[src/rtl/nibble_add_sequencer.sv]
// rtl/nibble_add_sequencer.sv - WIDTH-bit add/sub sequenced one nibble per clock through an external 4-bit ripple adder.
// Optional zero-result flag port enabled by defining NIBBLE_SEQ_ZERO_FLAG_EN.
module nibble_add_sequencer #(
    parameter int WIDTH = 8
) (
    input  logic             clk,
    input  logic             rst_n,
    input  logic             in_valid,
    output logic             in_ready,
    input  logic [WIDTH-1:0] a,
    input  logic [WIDTH-1:0] b,
    input  logic             cin,
    input  logic             sub,
    output logic             out_valid,
    input  logic             out_ready,
    output logic [WIDTH-1:0] sum,
    output logic             cout,
    output logic             ovf,
`ifdef NIBBLE_SEQ_ZERO_FLAG_EN
    output logic             zero,
`endif
    output logic [3:0]       add_a,
    output logic [3:0]       add_b,
    output logic             add_cin,
    input  logic [3:0]       add_s,
    input  logic             add_cout
);

    localparam int NIB  = WIDTH / 4;
    localparam int IDXW = (NIB > 1) ? $clog2(NIB) : 1;
    localparam logic [IDXW-1:0] LAST_IDX = IDXW'(NIB - 1);

    typedef enum logic [1:0] {
        S_IDLE,
        S_RUN,
        S_DONE
    } state_t;

    state_t           state_q, state_d;
    logic [WIDTH-1:0] a_q, a_d;
    logic [WIDTH-1:0] b_q, b_d;
    logic             carry_q, carry_d;
    logic [IDXW-1:0]  idx_q, idx_d;
    logic [WIDTH-1:0] sum_q, sum_d;
    logic             cout_q, cout_d;
    logic             ovf_q, ovf_d;
    logic             zero_q, zero_d;
    logic             out_valid_q, out_valid_d;
    logic             in_ready_q, in_ready_d;

    always_comb begin
        state_d     = state_q;
        a_d         = a_q;
        b_d         = b_q;
        carry_d     = carry_q;
        idx_d       = idx_q;
        sum_d       = sum_q;
        cout_d      = cout_q;
        ovf_d       = ovf_q;
        zero_d      = zero_q;
        out_valid_d = out_valid_q;
        in_ready_d  = in_ready_q;
        add_a       = 4'h0;
        add_b       = 4'h0;
        add_cin     = 1'b0;

        case (state_q)
            S_IDLE: begin
                in_ready_d = 1'b1;
                if (in_valid && in_ready_q) begin
                    // Subtraction is folded into the operands: A + ~B + 1.
                    a_d        = a;
                    b_d        = sub ? ~b : b;
                    carry_d    = sub ? 1'b1 : cin;
                    idx_d      = '0;
                    in_ready_d = 1'b0;
                    state_d    = S_RUN;
                end
            end
            S_RUN: begin
                add_a   = a_q[4*idx_q +: 4];
                add_b   = b_q[4*idx_q +: 4];
                add_cin = carry_q;
                sum_d[4*idx_q +: 4] = add_s;
                carry_d = add_cout;
                idx_d   = idx_q + IDXW'(1);
                if (idx_q == LAST_IDX) begin
                    cout_d      = add_cout;
                    ovf_d       = (a_q[WIDTH-1] == b_q[WIDTH-1]) && (add_s[3] != a_q[WIDTH-1]);
                    zero_d      = (sum_d == '0);
                    out_valid_d = 1'b1;
                    state_d     = S_DONE;
                end
            end
            S_DONE: begin
                if (out_ready) begin
                    out_valid_d = 1'b0;
                    zero_d      = 1'b0;
                    in_ready_d  = 1'b1;
                    state_d     = S_IDLE;
                end
            end
            default: begin
                state_d = S_IDLE;
            end
        endcase
    end

    always_ff @(posedge clk or negedge rst_n) begin
        if (!rst_n) begin
            state_q     <= S_IDLE;
            a_q         <= '0;
            b_q         <= '0;
            carry_q     <= 1'b0;
            idx_q       <= '0;
            sum_q       <= '0;
            cout_q      <= 1'b0;
            ovf_q       <= 1'b0;
            zero_q      <= 1'b0;
            out_valid_q <= 1'b0;
            in_ready_q  <= 1'b0;
        end else begin
            state_q     <= state_d;
            a_q         <= a_d;
            b_q         <= b_d;
            carry_q     <= carry_d;
            idx_q       <= idx_d;
            sum_q       <= sum_d;
            cout_q      <= cout_d;
            ovf_q       <= ovf_d;
            zero_q      <= zero_d;
            out_valid_q <= out_valid_d;
            in_ready_q  <= in_ready_d;
        end
    end

    assign in_ready  = in_ready_q;
    assign out_valid = out_valid_q;
    assign sum       = sum_q;
    assign cout      = cout_q;
    assign ovf       = ovf_q;
`ifdef NIBBLE_SEQ_ZERO_FLAG_EN
    assign zero      = zero_q;
`else
    logic unused_zero;
    assign unused_zero = zero_q;
`endif

endmodule

[config.mk]
export PLATFORM = sky130hd
export DESIGN_NAME = nibble_add_sequencer
export DESIGN_NICKNAME = d
export VERILOG_FILES = /design/src/rtl/nibble_add_sequencer.sv
export SDC_FILE = /design/constraint.sdc
export NUM_CORES = 1
export LEC_CHECK = 0
export CAP_MARGIN = 40
export CORE_MARGIN = 2
export CORE_UTILIZATION = 46
export CTS_CLUSTER_SIZE = 24
export DETAILED_ROUTE_END_ITERATION = 7
export GPL_TIMING_DRIVEN = 0
export PLACE_DENSITY = 0.76
export REMOVE_ABC_BUFFERS = 1
export SETUP_SLACK_MARGIN = 0.15
export SYNTH_ARGS = -nofsm -noshare
export SYNTH_HDL_FRONTEND = slang
export SYNTH_SLANG_ARGS = --single-unit
[constraint.sdc]
create_clock -name clk -period 1.7 [get_ports clk]
set_input_delay 0.34 -clock clk [delete_from_list [all_inputs] [get_ports clk]]
set_output_delay 0.34 -clock clk [all_outputs]
set_load 0.02 [all_outputs]
======== Word level (Yosys, flattened, before mapping) ========
Index checks and enable logic that the tools add are counted.
operators by class
  add/sub/neg operators ................... 2
  equal/unequal tests ..................... 7
  shifts and indexed selects .............. 4
  mux-type cells .......................... 20
  bitwise logic cells ..................... 1
  reductions and logical operators ........ 12
operator list
  kind                                                   count
  negator 3 -> 34 bit                                    1
  variable shift 4 x 34 -> 8 bit (first input constant)  1
  variable part select 4 x 34 -> 8 bit                   1
  variable part select 8 x 4 -> 4 bit                    2
  bitwise mux 8 bit                                      1
  two-way mux 1 bit                                      8
  two-way mux 4 bit                                      2
  two-way mux 8 bit                                      1
  NOT 8 bit                                              1
  one-hot mux 1 bit (2 select lines)                     4
  AND reduction 2 bit                                    4
  two-way mux 2 bit                                      3
  != test 2 bit (second input constant)                  3
  one-hot mux 2 bit (3 select lines)                     1
  AND reduction 3 bit                                    2
  nonzero test 2 bit                                     3
  == test 2 x 1 -> 1 bit (second input constant)         1
  == test 2 bit (second input constant)                  1
  logical AND 1 bit                                      2
  logical NOT 2 bit                                      1
  adder 1 bit (second input constant)                    1
  == test 1 bit                                          1
  != test 1 bit                                          1
word-level totals
  flip-flop bits (word level) ............. 32
  input bits .............................. 27

======== Depth between registers and ports, before layout ========
  depth in word-level cells ............... 3
  mapped depth ............................ 5
  depth with buffers taken out ............ 3

======== Worst setup path before layout ========
No wires, ideal clock.
  path kind ............................... register -> output
  start ................................... register idx_q
  end ..................................... output add_a[0]
  arrival ................................. 1,025 ps
  slack ................................... 335 ps
  cell stages (with the launch flop) ...... 4
  path buffers ............................ 1
  cells stage by stage .................... dfrtp_1 buf_2 mux2i_1 nor2_1
on the way
  word-level cells in the longest chain between the ends .. 2
ends and longest elaborated chain
  element                              RTL line  source
  start: declaration                   43        logic [IDXW-1:0] idx_q, idx_d;
  start signal: assignment             127       idx_q <= idx_d;
  variable part select 8 x 4 -> 4 bit  81        add_a = a_q[4*idx_q +: 4];
  two-way mux 4 bit                    67        case (state_q)
  end: declaration                     22        output logic [3:0] add_a,
Every way passes these cells.

======== Worst setup path in the final report ========
Same ends and word-level chain as after synthesis.

==> impl.org <==
** Global route
- Global-route wire length before repair :: 4850 um
- Maximum number of pins on one net before global-route repair :: 30
- Global routing consumed, over all layers together, 18.5% of the routing resources.
- Grt ovf :: 0
- The number of antenna violations at the first check in global routing came to 0.
- The via count of the first global-routing pass was 1,046.

** STA
- The number of max-slew violations in the final report came to 0.
- RSZ-0062 raised after global routing :: yes
- Setup violations remaining at the end of the flow were counted as 3.
- On the final layout, the worst hold slack is 424 ps.
- Slew at the pin closest to its max-slew limit :: 719 ps
- Final Critical Period :: 1720 ps
- The worst path uses 101% of the clock period.
- Achievable Freq :: 582 MHz
- Hold violation total from the final report :: 0
- Setup clock skew after layout :: 12.9 ps
- Summed over all failing endpoints, the final setup total negative slack is -33.2 ps.
- Across all setup checks in the final design, the least slack found is -19.1 ps.
- The worst pin sits at a relative slew slack of 51.9%.

** Run status
- Violations in the final reports :: setup timing
- The flow ran to the end, but the final reports show violations.

** Detailed routing
- Wires add up to 3530 um.
- The detailed router placed 1,153 vias in this run.
- Detailed-routed wire length on met2 :: 1770 um
- Dividing the detail-routed via count by the number of cells gives 5.06.
- The detailed router put a total of 1450 um of wire on met1.
- Total length of routed met3 wires :: 221 um
- Total DRC errors in the routed layout :: 0
- Wire length per cell :: 15.5 um
- Number of detailed-route iterations in the first pass :: 4
- Drt first-iter violations :: 46
- Top routing layer in use :: met4
- Once detail routing completed, the nets flagged for antenna violations numbered 0.

** Clocking
- After clock tree synthesis, the clock-pin slew on the worst setup and hold paths is 100 ps.
- TritonCTS created 5 clock buffers.
- Clock tree from TritonCTS :: done
- Counting along the longest clock path gives a buffer depth of 2.
- Hold_buf cts :: 0
- In this run the number of H-tree levels came out at 2.
- For this design, the sink count on the clock tree is 32.
- The tree is rooted in a sky130_fd_sc_hd__clkbuf_4.
- Clock latency on the worst-skew pair, taken at its later pin, is 330 ps.

** Logic synthesis
- Number of synthesized flops with an enable pin :: 0
- For this run, the leading register cell type out of synthesis is sky130_fd_sc_hd__dfrtp_1.
- Averaged over all synthesized cells, the footprint is 12.3 um^2.
- Of all flip-flops after synthesis, the portion carrying an async set or reset was 100%.
- Synthesis handed over a netlist of 123 instances.
- Post-synthesis sequential area ratio :: 52.9%
- Warnings, synthesis :: 0
- Count of state elements after synthesis :: 32
- In this run, distinct cell masters in the synthesized netlist total 24.
- Syn Std Cell Area :: 1510 um^2

** Layout
- For this run, the number of standard cells in the final layout without fillers is 228.
- Final nets :: 210
- In the final layout, the share of cells above drive strength 1 is 29.3%.
- The area growth from synthesis to layout is 43.6%.
- # diodes :: 0
- Post-route cell area :: 2170 um^2

** Floorplanning
- The initial utilization of the core area, before any placement, comes to 48.8%.
- Number of top-level pins :: 48
- In this run the core area contains 20 standard-cell rows.
- The floorplan step set the die height to 61.4 um.
- The die covers 3770 um^2.
- Chip width :: 61.4 um
- The core region is 3100 um^2.

** Job
- Maximum capacitance violations :: 0

** Placed design
- Number of I/O port buffers :: 47
- Routability-driven placement finished with a final weighted congestion of 0.702.
- Post-detailed-placement half-perimeter wirelength :: 2140 um
- Placed cell areas :: 2000 um^2
- Cell total after placement :: 209

** Critical path
- R2r endpoint :: sum[1]
- Setup Crit Path Kind :: reg2out
- Critical Path Fanout Max :: 6
- Required time worst endpoint :: 1360 ps
- Reg2reg path depth :: 4
- The worst setup path is captured at an output pin.
- STA puts the critical path data arrival time at 1380 ps.
- Worst-case register-to-register setup slack :: 190 ps
- Crit start category :: flop
- Startpoint of the worst-slack reg-to-reg timing path :: state_q[1]

** Pwr
- Design internal power :: 2.52 mW
- In this run switching power makes up 38.7% of total power.
- For this design the ratio of total power to cell area is 1890 nW/um^2.
- Of the total power, registers draw 34.4%.
- In this run, the clock network consumes 11.1% of the power.
- The analysis attributes to net switching a power of 1.59 mW.
- Static leakage :: 0.957 nW
- Largest vdd supply drop :: 858 uV
- Logic pwr share :: 54.5%

** Worst hold path
- The path class of the tightest hold or removal check is in2async.
==> cell usage after synthesis (all sizes together), types with 2 or more instances <==
master   n  area share, %
dfrtp   32             53
nor2    22            6.1
mux2    17             15
a21oi   12            4.2
mux2i    8            5.3
xnor2    8            4.6
buf      6            4.3
inv      3           0.74
nand2    3           0.74
o21ai    3           0.99
nand2b   2           0.83
==> metal layers <==
metal	track usage, %	vias to the layer above
met3	5.25	8
met2	29.9	36
met5	0	-
met4	10.0	0
met1	22.4	568
li1	-	541
==> layout make-up <==
| cell class | instances | area, um^2 |
|---|---|---|
| inverter | 3 | 11.3 |
| tap | 44 | 55.1 |
| multi-input combinational | 85 | 686 |
| clock buffer | 8 | 58.8 |
| fill | 252 | 930 |
| sequential | 32 | 806 |
| timing repair buffer | 56 | 557 |
==> sequential cells by signal (all words and copies together), names as in the netlist, 2 cells and up <==
signal,count
a_q,8
b_q,8
sum,8
state_q,2
==> how the worst max path moves through the flow <==
| stage | startpoint | end | slack (ps) | cells after the start |
|---|---|---|---|---|
| after floorplan | state_q[1] | a_q[0] | 280 | 2 |
| final | idx_q | add_a[0] | -20 | 4 |
| after CTS | idx_q | add_a[3] | -10 | 4 |
| after global placement | state_q[1] | add_cin | -300 | 3 |
| after global routing | idx_q | add_a[3] | -100 | 4 |
| after detailed placement | state_q[1] | add_cin | -310 | 3 |
==> power groups by stage <==
| stage | clock [mW] | combinational [mW] | sequential, mW |
|---|---|---|---|
| after floorplan | 0 | 1.10 | 1.55 |
| after global placement | 0 | 1.96 | 1.42 |
| after CTS | 0.462 | 2.08 | 1.38 |
| after global routing | 0.509 | 2.41 | 1.46 |
| final | 0.455 | 2.24 | 1.41 |
| after detailed placement | 0 | 2.00 | 1.45 |
==> metrics by stage <==
stage / setup WS (ps) / utilization, % / total power, mW
2_1_floorplan: 285 / - / 2.65
3_3_place_gp: -299 / 63.6 / 3.38
3_5_place_dp: -308 / 64.5 / 3.45
4_1_cts: -10.8 / 67.4 / 3.93
5_1_grt: -101 / 70.0 / 4.38
6_report: -19.1 / 70.0 / 4.11
==> repair_timing <==
action                     in CTS  in global routing
cloned                          0                  3
resized for setup              64                  4
pin swaps                       4                  3
setup endpoints to repair      31                 19
setup buffers                   5                  3
==> layout by cell type (no fill, tap or decap), drive strengths merged <==
master	count
o21ai	3
nand3b	1
clkdlybuf4s50	26
mux2i	8
or2	1
nor2	22
buf	18
and3b	1
a21oi	12
nand2	3
dlygate4sd2	12
mux2	17
a21o	1
and2b	1
clkbuf	8
and4bb	3
o311ai	1
nand2b	3
inv	3
xnor2	8
dfrtp	32
==> logic make-up after synthesis <==
| group | share of synthesized area (%) |
|---|---|
| compound gates | 6.78 |
| xor+xnor | 4.63 |
| buf+inv | 5.04 |
| flops | 52.9 |
| mux | 19.9 |
| simple gates | 10.7 |
==> worst max-delay path, stage by stage (launching register included) <==
cell,delay [ps]
sky130_fd_sc_hd__dfrtp_4,510
sky130_fd_sc_hd__buf_12,150
sky130_fd_sc_hd__mux2i_1,120
sky130_fd_sc_hd__nor2_1,110
sky130_fd_sc_hd__buf_4,150
(Power assumes the default switching activity.)
